===== config.mk =====
export PLATFORM = sky130hd
export DESIGN_NAME = jogo_sequencia_param
export DESIGN_NICKNAME = d
export VERILOG_FILES = /design/src/rtl/jogo_sequencia_param.sv
export SDC_FILE = /design/constraint.sdc
export NUM_CORES = 1
export LEC_CHECK = 0
export CAP_MARGIN = 20
export CORE_MARGIN = 1.5
export CORE_UTILIZATION = 47
export CTS_CLUSTER_DIAMETER = 150
export DETAILED_ROUTE_END_ITERATION = 8
export PLACE_DENSITY = 0.88
export SLEW_MARGIN = 20
export SYNTH_ARGS = -nofsm -noshare
export SYNTH_HDL_FRONTEND = slang
export SYNTH_SLANG_ARGS = --single-unit

===== constraint.sdc =====
create_clock -name clock -period 2.81 [get_ports clock]
set_input_delay 0.562 -clock clock [delete_from_list [all_inputs] [get_ports clock]]
set_output_delay 0.562 -clock clock [all_outputs]
set_load 0.02 [all_outputs]

===== src/rtl/jogo_sequencia_param.sv =====
// Sequence-memory game core: position counter, switch register, sequence ROM,
// comparator and control FSM with move-edge detection and early exit on mismatch.
module jogo_sequencia_param #(
  parameter int unsigned WIDTH  = 4,
  parameter int unsigned DEPTH  = 16,
  parameter int unsigned ADDR_W = 4
) (
  input  logic              clock,
  input  logic              reset,
  input  logic              iniciar,
  input  logic              jogada,
  input  logic [WIDTH-1:0]  chaves,
  output logic              pronto,
  output logic              acertou,
  output logic              errou,
  output logic              db_igual,
  output logic              db_iniciar,
  output logic              db_jogada,
  output logic [ADDR_W-1:0] db_contagem,
  output logic [WIDTH-1:0]  db_memoria,
  output logic [WIDTH-1:0]  db_chaves,
  output logic [3:0]        db_estado
);

  typedef enum logic [3:0] {
    INICIAL    = 4'd0,
    PREPARA    = 4'd1,
    ESPERA     = 4'd2,
    REGISTRA   = 4'd4,
    COMPARA    = 4'd5,
    PROXIMO    = 4'd6,
    FIM_ACERTO = 4'd10,
    FIM_ERRO   = 4'd14
  } estado_t;

  localparam logic [ADDR_W-1:0] ULTIMA = ADDR_W'(DEPTH - 1);

  estado_t           estado_q, estado_d;
  logic [ADDR_W-1:0] contagem_q, contagem_d;
  logic [WIDTH-1:0]  chaves_q, chaves_d;
  logic              jogada_prev_q;

  logic              pulso;
  logic              zera_c, conta_c, zera_r, registra_r;
  logic [WIDTH-1:0]  mem_rd;
  logic              igual;

  // Sequence word i is (5*i + 3) truncated to WIDTH bits.
  function automatic logic [WIDTH-1:0] rom_word(input int unsigned i);
    return WIDTH'(32'd5 * i + 32'd3);
  endfunction

  // Combinational ROM read at the current position.
  always_comb begin
    mem_rd = rom_word(0);
    for (int unsigned i = 0; i < DEPTH; i++) begin
      if (contagem_q == ADDR_W'(i)) mem_rd = rom_word(i);
    end
  end

  assign pulso = jogada & ~jogada_prev_q;
  assign igual = (chaves_q == mem_rd);

  always_ff @(posedge clock or posedge reset) begin
    if (reset) begin
      estado_q      <= INICIAL;
      contagem_q    <= '0;
      chaves_q      <= '0;
      jogada_prev_q <= 1'b0;
    end else begin
      estado_q      <= estado_d;
      contagem_q    <= contagem_d;
      chaves_q      <= chaves_d;
      jogada_prev_q <= jogada;
    end
  end

  // Counter saturates at the last position; register captures the player value.
  always_comb begin
    contagem_d = contagem_q;
    chaves_d   = chaves_q;
    if (zera_c) begin
      contagem_d = '0;
    end else if (conta_c && (contagem_q != ULTIMA)) begin
      contagem_d = contagem_q + ADDR_W'(1);
    end
    if (zera_r) begin
      chaves_d = '0;
    end else if (registra_r) begin
      chaves_d = chaves;
    end
  end

  // Control FSM: next state and strobes.
  always_comb begin
    estado_d   = estado_q;
    zera_c     = 1'b0;
    conta_c    = 1'b0;
    zera_r     = 1'b0;
    registra_r = 1'b0;
    case (estado_q)
      INICIAL: begin
        if (iniciar) estado_d = PREPARA;
      end
      PREPARA: begin
        zera_c   = 1'b1;
        zera_r   = 1'b1;
        estado_d = ESPERA;
      end
      ESPERA: begin
        if (pulso) estado_d = REGISTRA;
      end
      REGISTRA: begin
        registra_r = 1'b1;
        estado_d   = COMPARA;
      end
      COMPARA: begin
        if (!igual)                    estado_d = FIM_ERRO;
        else if (contagem_q == ULTIMA) estado_d = FIM_ACERTO;
        else                           estado_d = PROXIMO;
      end
      PROXIMO: begin
        conta_c  = 1'b1;
        estado_d = ESPERA;
      end
      FIM_ACERTO: begin
        if (iniciar) estado_d = PREPARA;
      end
      FIM_ERRO: begin
        if (iniciar) estado_d = PREPARA;
      end
      default: estado_d = INICIAL;
    endcase
  end

  // Moore result flags decoded straight from the state register.
  assign pronto      = (estado_q == FIM_ACERTO) || (estado_q == FIM_ERRO);
  assign acertou     = (estado_q == FIM_ACERTO);
  assign errou       = (estado_q == FIM_ERRO);

  assign db_igual    = igual;
  assign db_iniciar  = iniciar;
  assign db_jogada   = pulso;
  assign db_contagem = contagem_q;
  assign db_memoria  = mem_rd;
  assign db_chaves   = chaves_q;
  assign db_estado   = estado_q;

endmodule


==> flow_metrics.env <==
export IMPL_worstPathCellList="inv_2 -> ha_4 -> or3b_4 -> and4b_4 -> nor4_4 -> xor2_1 -> nor3b_4 -> buf_6"
export IMPL_synthDistinctLibCells=41
export IMPL_startpoint_type="register"
export IMPL_cts_root_buffer="clkbuf_4"
export IMPL_worstPathRequired_ps=2250
export IMPL_synth_simple_gate_area_share_pct=26.7
export IMPL_finalCriticalPeriod_ps=3060
export IMPL_place_area_mm2=0.00144
export IMPL_path_delay_family="simple AND/OR/NAND/NOR gates"
export IMPL_clockBufferDepth=2
export IMPL_fin_cells=189
export IMPL_place_hpwl_um=2090
export IMPL_drive_gt1_share_pct=24.7
export IMPL_die_area_mm2=0.00248
export IMPL_diodes=0
export IMPL_grt_pass1_wl_um=4880
export IMPL_slowest_stage="dfrtp_2"
export IMPL_tritoncts_num_sinks=13
export IMPL_syn_instance_count=116
export IMPL_reg2reg_from="db_contagem[1]$_DFFE_PP0P_"
export IMPL_clock_latency_ps=280
export IMPL_multi_input_area_um2=662
export IMPL_yosys_warnings=0
export IMPL_max_vdd_ir_drop_uv=636
export IMPL_row_count=16
export IMPL_final_common_cell="clkdlybuf4s50_1"
export IMPL_die_w_um=49.8
export IMPL_viasPerCell=5.70
export IMPL_crit_fanout=4
export IMPL_synth_ff_type="dfrtp_1"
export IMPL_die_h_um=49.8
export IMPL_cts_tree="built"
export IMPL_clk_pin_slew_ps=80
export IMPL_area_growth_pct=49.0
export IMPL_p_per_area_mw_per_mm2=861
export IMPL_place_inst=181
export IMPL_synth_compound_area_share_pct=19.2
export IMPL_max_freq_mhz=327
export IMPL_slew_limit_headroom_pct=60.2
export IMPL_antenna_found_initial=0
export IMPL_muxShareOfSynthArea_pct=2.07
export IMPL_path_buf_inv=2
export IMPL_grt_overflow=0
export IMPL_async_flop_share_pct=100
export IMPL_min_path_type="in -> async"
export IMPL_grtUsageTotal_pct=25.6
export IMPL_synth_top_family_by_area="simple AND/OR/NAND/NOR gates"
export IMPL_grt_pass1_vias=1090
export IMPL_vias=1077
export IMPL_whs_ps=599
export IMPL_dr_pass1_iters=4
export IMPL_cts_buffers_inserted=3
export IMPL_timing_critical_path_depth=8
export IMPL_routedWlPerCell_um=15.1
export IMPL_r2r_cells=9
export IMPL_crit_path_max_incr_delay_ps=440
export IMPL_final_nets=176
export IMPL_synth_edf_count=0
export IMPL_core_area_mm2=0.00200
export IMPL_timing_final_ws_setup_ps=-248
export IMPL_synth_nets=129
export IMPL_ioPinCount=30
export IMPL_final_cell_mix="clkdlybuf4s50_1, buf_4, dfrtp_1"
export IMPL_fillCellCount=146
export IMPL_rsz0062_at_grt="yes"
export IMPL_hold_viol_final=0
export IMPL_h_tree_depth=1
export IMPL_critPathCaptureType="output pin"
export IMPL_r2r_end="db_estado[3]$_DFFE_PP0P_"
export IMPL_finalInstanceArea_mm2=0.00153
export IMPL_drv_slew=0
export IMPL_drv_cap=0
export IMPL_path_class="reg -> out"
export IMPL_start_util_pct=51.3
export IMPL_worst_pin_slew_ps=591
export IMPL_reg2reg_setup_slack_ps=640
export IMPL_drt_iter0_drc=39
export IMPL_drc_errors=0
export IMPL_synthAdderAreaFrac_pct=6.09
export IMPL_routabilityCongestion=0.821
export IMPL_drtAntennaViolNets=0
export IMPL_p_leak_nw=0.686
export IMPL_violations="setup timing"
export IMPL_setup_viol=1
export IMPL_crit_end="db_igual"
export IMPL_ff_latch_area_um2=327
export IMPL_status="finished with violations"
export IMPL_startpoint="db_contagem[0]$_DFFE_PP0P_"
export IMPL_worst_clock_skew_ps=6.31
export IMPL_numPortBuffers=29
export IMPL_ys_seq_area_share_pct=31.7
export IMPL_finalSetupTns_ps=-248
export IMPL_synth_area_per_cell_um2=8.86
export IMPL_worstPathArrival_ps=2500
export IMPL_ys_ff_latch=13
export IMPL_period_share_pct=109
export IMPL_synthXorXnorAreaFrac_pct=5.97
export IMPL_grt_start_max_net_pins=18
export IMPL_wl_um=2850
export IMPL_synth_area_mm2=0.00103
per-layer routing:
| metal | track usage, % | routed length (µm) | vias up | share of wire (%) |
|---|---|---|---|---|
| li1 | - | - | 507 | - |
| met1 | 30.6 | 1170 | 520 | 41 |
| met2 | 47.1 | 1490 | 45 | 52 |
| met3 | 3.03 | 144 | 5 | 5.1 |
| met4 | 8.33 | 44 | 0 | 1.5 |
| met5 | 0 | 0 | - | 0 |
synth_stat cells (all sizes together) (2+ instances only):
| library cell | n | area share [%] |
|---|---|---|
| xor2 | 4 | 3.4 |
| xnor2 | 3 | 2.6 |
| nand2b | 2 | 1.2 |
| inv | 9 | 3.3 |
| nor3 | 5 | 2.4 |
| nor2b | 2 | 1.2 |
| o21ai | 6 | 2.9 |
| nor2 | 10 | 3.7 |
| or2b | 2 | 1.5 |
| buf | 2 | 1.8 |
| nor3b | 2 | 1.9 |
| nand2 | 5 | 1.8 |
| and3 | 3 | 1.8 |
| a21oi | 5 | 2.4 |
| a22o | 8 | 6.8 |
| nand4b | 2 | 1.7 |
| nor4 | 3 | 3.3 |
| dfrtp | 13 | 32 |
| clkbuf | 6 | 3.2 |
| a31oi | 3 | 1.8 |
| ha | 5 | 6.1 |
final cells by class:
cell class,count,share of cell area (%)
Sequential cell,13,21.3
Timing Repair Buffer,50,29.3
Clock buffer,4,1.72
Tap cell,27,2.21
Inverter,9,2.21
Multi-Input combinational cell,86,43.3
worst min-delay path by stage:
stage                                     endpoint  slack (ps)  cells after the start
after floorplan           db_chaves[0]$_DFFE_PP0P_         440                      1
after global placement    db_chaves[0]$_DFFE_PP0P_         540                      1
after detailed placement  db_chaves[0]$_DFFE_PP0P_         570                      1
after CTS                 db_chaves[0]$_DFFE_PP0P_         600                      1
after global routing      db_chaves[0]$_DFFE_PP0P_         620                      1
final                      jogada_prev_q$_DFF_PP0_         600                      2
through the flow:
stage / worst slack [ps] / utilization (%) / power (mW)
final: -248 / 76.4 / 1.32
after global routing: -340 / 76.4 / 1.41
after CTS: -217 / 75.1 / 1.29
after detailed placement: -440 / 71.7 / 1.14
after global placement: -294 / 71.7 / 1.11
after floorplan: 32.1 / - / 0.793
registers in the layout, summed over array words and instances, names as in the netlist:
register / count
db_estado: 4
db_contagem: 4
db_chaves: 4
jogada_prev_q: 1
where the power goes:
| part | switching [mW] | internal, mW |
|---|---|---|
| registers | 0.109 | 0.237 |
| clock network | 0.0623 | 0.0552 |
| logic | 0.413 | 0.441 |
| total | 0.585 | 0.733 |
repair_timing:
| action | in CTS | in global routing |
|---|---|---|
| gates resized for setup | 17 | 8 |
| hold buffers | 0 | 0 |
| endpoints found under the setup margin | 3 | 2 |
| pin swaps | 5 | 2 |
| setup buffers | 4 | 1 |
cell families after synthesis:
family,count (synthesis)
AOI/OAI and AO/OA,29
xor gates and xnor gates,7
adders and majority gates,5
buffers and inverters,17
DFF,13
muxes,2
and+or+nand+nor,43
Power figures use the tool's default switching activity.
==> RTL edit (same flow settings) <==
Register the inputs `iniciar`, `jogada` and `chaves` before use, with the module's reset. The logic sees them one clock later.
--- a/src/rtl/jogo_sequencia_param.sv
+++ b/src/rtl/jogo_sequencia_param.sv
@@ -35,6 +35,22 @@
 
   localparam logic [ADDR_W-1:0] ULTIMA = ADDR_W'(DEPTH - 1);
 
+  logic iniciar_q;
+  logic jogada_q;
+  logic [WIDTH-1:0] chaves_r;
+
+  always_ff @(posedge clock or posedge reset) begin
+    if (reset) begin
+      iniciar_q <= '0;
+      jogada_q  <= '0;
+      chaves_r  <= '0;
+    end else begin
+      iniciar_q <= iniciar;
+      jogada_q  <= jogada;
+      chaves_r  <= chaves;
+    end
+  end
+
   estado_t           estado_q, estado_d;
   logic [ADDR_W-1:0] contagem_q, contagem_d;
   logic [WIDTH-1:0]  chaves_q, chaves_d;
@@ -58,7 +74,7 @@
     end
   end
 
-  assign pulso = jogada & ~jogada_prev_q;
+  assign pulso = jogada_q & ~jogada_prev_q;
   assign igual = (chaves_q == mem_rd);
 
   always_ff @(posedge clock or posedge reset) begin
@@ -71,7 +87,7 @@
       estado_q      <= estado_d;
       contagem_q    <= contagem_d;
       chaves_q      <= chaves_d;
-      jogada_prev_q <= jogada;
+      jogada_prev_q <= jogada_q;
     end
   end
 
@@ -87,7 +103,7 @@
     if (zera_r) begin
       chaves_d = '0;
     end else if (registra_r) begin
-      chaves_d = chaves;
+      chaves_d = chaves_r;
     end
   end
 
@@ -100,7 +116,7 @@
     registra_r = 1'b0;
     case (estado_q)
       INICIAL: begin
-        if (iniciar) estado_d = PREPARA;
+        if (iniciar_q) estado_d = PREPARA;
       end
       PREPARA: begin
         zera_c   = 1'b1;
@@ -124,10 +140,10 @@
         estado_d = ESPERA;
       end
       FIM_ACERTO: begin
-        if (iniciar) estado_d = PREPARA;
+        if (iniciar_q) estado_d = PREPARA;
       end
       FIM_ERRO: begin
-        if (iniciar) estado_d = PREPARA;
+        if (iniciar_q) estado_d = PREPARA;
       end
       default: estado_d = INICIAL;
     endcase
@@ -139,7 +155,7 @@
   assign errou       = (estado_q == FIM_ERRO);
 
   assign db_igual    = igual;
-  assign db_iniciar  = iniciar;
+  assign db_iniciar  = iniciar_q;
   assign db_jogada   = pulso;
   assign db_contagem = contagem_q;
   assign db_memoria  = mem_rd;
Function: changed (a bounded check fails within 4 cycles, from zero or initial values and one cycle with reset high).
==> RTL edit against the unedited design <==
Setup slack improved by 330 ps. Design area decreased by 2.2%. Largest cell class unchanged. Critical path type unchanged. Sequential cell count is 6 higher. Area after synthesis is 0.37% higher. Critical path depth increased by 1. Total power rose by 15%. Routed wire length is 20% lower.
==> RTL edit: results (changes against the unedited design) <==
| Metric | Value |
|---|---|
| DRT iter0 DRCs | 24 (was 39) |
| Synth top cells by count | dfrtp_1, inv_1, a22o_1, nor2_1, nand2_1 (was dfrtp_1, nor2_1, inv_1, a22o_1, o21ai_0) |
| Vias in the first global route | 971 (was 1090) |
| Slew HR | 0.527 (was 0.602) |
| Hold Crit Class | reg -> reg (was in -> async) |
| Pre-CTS setup slack | -192 ps (was -440 ps) |
| Status | finished, final reports clean (was finished with violations) |
| First-pass GRT wire length | 3950 microns (was 4880 microns) |
| Largest net degree at the start of global routing | 20 (was 18) |
| DR pass1 iterations | 6 (was 4) |
| Placed cell areas | 1430 sq um (was 1440 sq um) |
| Setup Skew | 6.83 ps (was 6.31 ps) |
| CTS clk-pin slew, worst paths | 100 ps (was 80 ps) |
| Global placement routability congestion | 0.815 (was 0.821) |
| Worst vdd ir | 0.650 mV (was 0.636 mV) |
| Vias post-DR | 961 (was 1077) |
| Post-detail-place hpwl | 1680 microns (was 2090 microns) |
| Leak | 0.708 nW (was 0.686 nW) |
| Fin nets | 163 (was 176) |
| Register area share after synthesis | 0.461 (was 0.317) |
| Count of different cell masters after synthesis | 32 (was 41) |
| Routed met3 length | 91 microns (was 144 microns) |
| Routed length on met1 | 910 microns (was 1170 microns) |
| Layout cells sized above 1 | 0.193 (was 0.247) |
| Per-cell routed wire length | 12.9 microns (was 15.1 microns) |
| Cts bufs inserted | 3 (unchanged) |
| Worst Path Arrival | 2170 ps (was 2500 ps) |
| Hold_ws | 387 ps (was 599 ps) |
| R2R depth | 10 (was 9) |
| Slowest cell on crit path | dfrtp_1 (was dfrtp_2) |
| Worst R2R Setup Slack | 810 ps (was 640 ps) |
==> RTL edit: cells by family after synthesis <==
family,Yosys count,synth area share
mux,1,0.0109
compound gates,25,0.180
flops,19,0.461
fa+ha+maj,4,0.0485
buf+inv,16,0.0655
xor+xnor,4,0.0340
simple gates,37,0.200
==> RTL edit: routing by layer <==
metal | up-vias | track usage
met5 | - | 0
met4 | 0 | 0.0602
met3 | 4 | 0.0424
met2 | 35 | 0.391
met1 | 467 | 0.221
li1 | 455 | -
==> RTL edit: metrics by stage <==
| step | instances | util |
|---|---|---|
| 4_1_cts | 176 | 0.728 |
| 2_1_floorplan | 106 | - |
| 3_3_place_gp | 170 | 0.705 |
| 6_report | 177 | 0.740 |
| 5_1_grt | 177 | 0.740 |
| 3_5_place_dp | 170 | 0.705 |
==> RTL edit: report_power, final <==
part | switching [mW] | internal [mW] | leakage (nW)
Clock | 0.0816 | 0.0553 | 0.0150
Combinational | 0.449 | 0.463 | 0.450
Sequential | 0.122 | 0.340 | 0.243
==> RTL edit: cell type report <==
type | count | area (sq um)
timing repair buffer | 45 | 405
inverter | 11 | 41.3
sequential | 19 | 475
clock buffer | 4 | 26.3
tap | 27 | 33.8
multi-input combinational | 71 | 514
fill | 155 | 526
==> RTL edit: how the worst min path moves through the flow <==
stage | startpoint | endpoint | cells past startpoint
4_1_cts | jogada_q | jogada_prev_q | 0
3_3_place_gp | jogada_q | jogada_prev_q | 0
5_1_grt | jogada_q | jogada_prev_q | 0
2_1_floorplan | jogada_q | jogada_prev_q | 0
6_report | jogada_q | jogada_prev_q | 0
3_5_place_dp | jogada_q | jogada_prev_q | 0
==> RTL edit: worst max-delay path: cells and delay by family (launching register included) <==
| kind | cells | cell delay (ps) |
|---|---|---|
| adders and majority gates | 1 | 180 |
| buffers and inverters | 4 | 620 |
| DFF | 1 | 430 |
| and+or+nand+nor | 4 | 640 |
==> RTL edit: timing repair <==
action,4_1_cts,5_1_grt
resized for setup,9,3
cloned,0,0
pin swaps,2,1
setup buffers,2,1
endpoints found under the setup margin,2,1
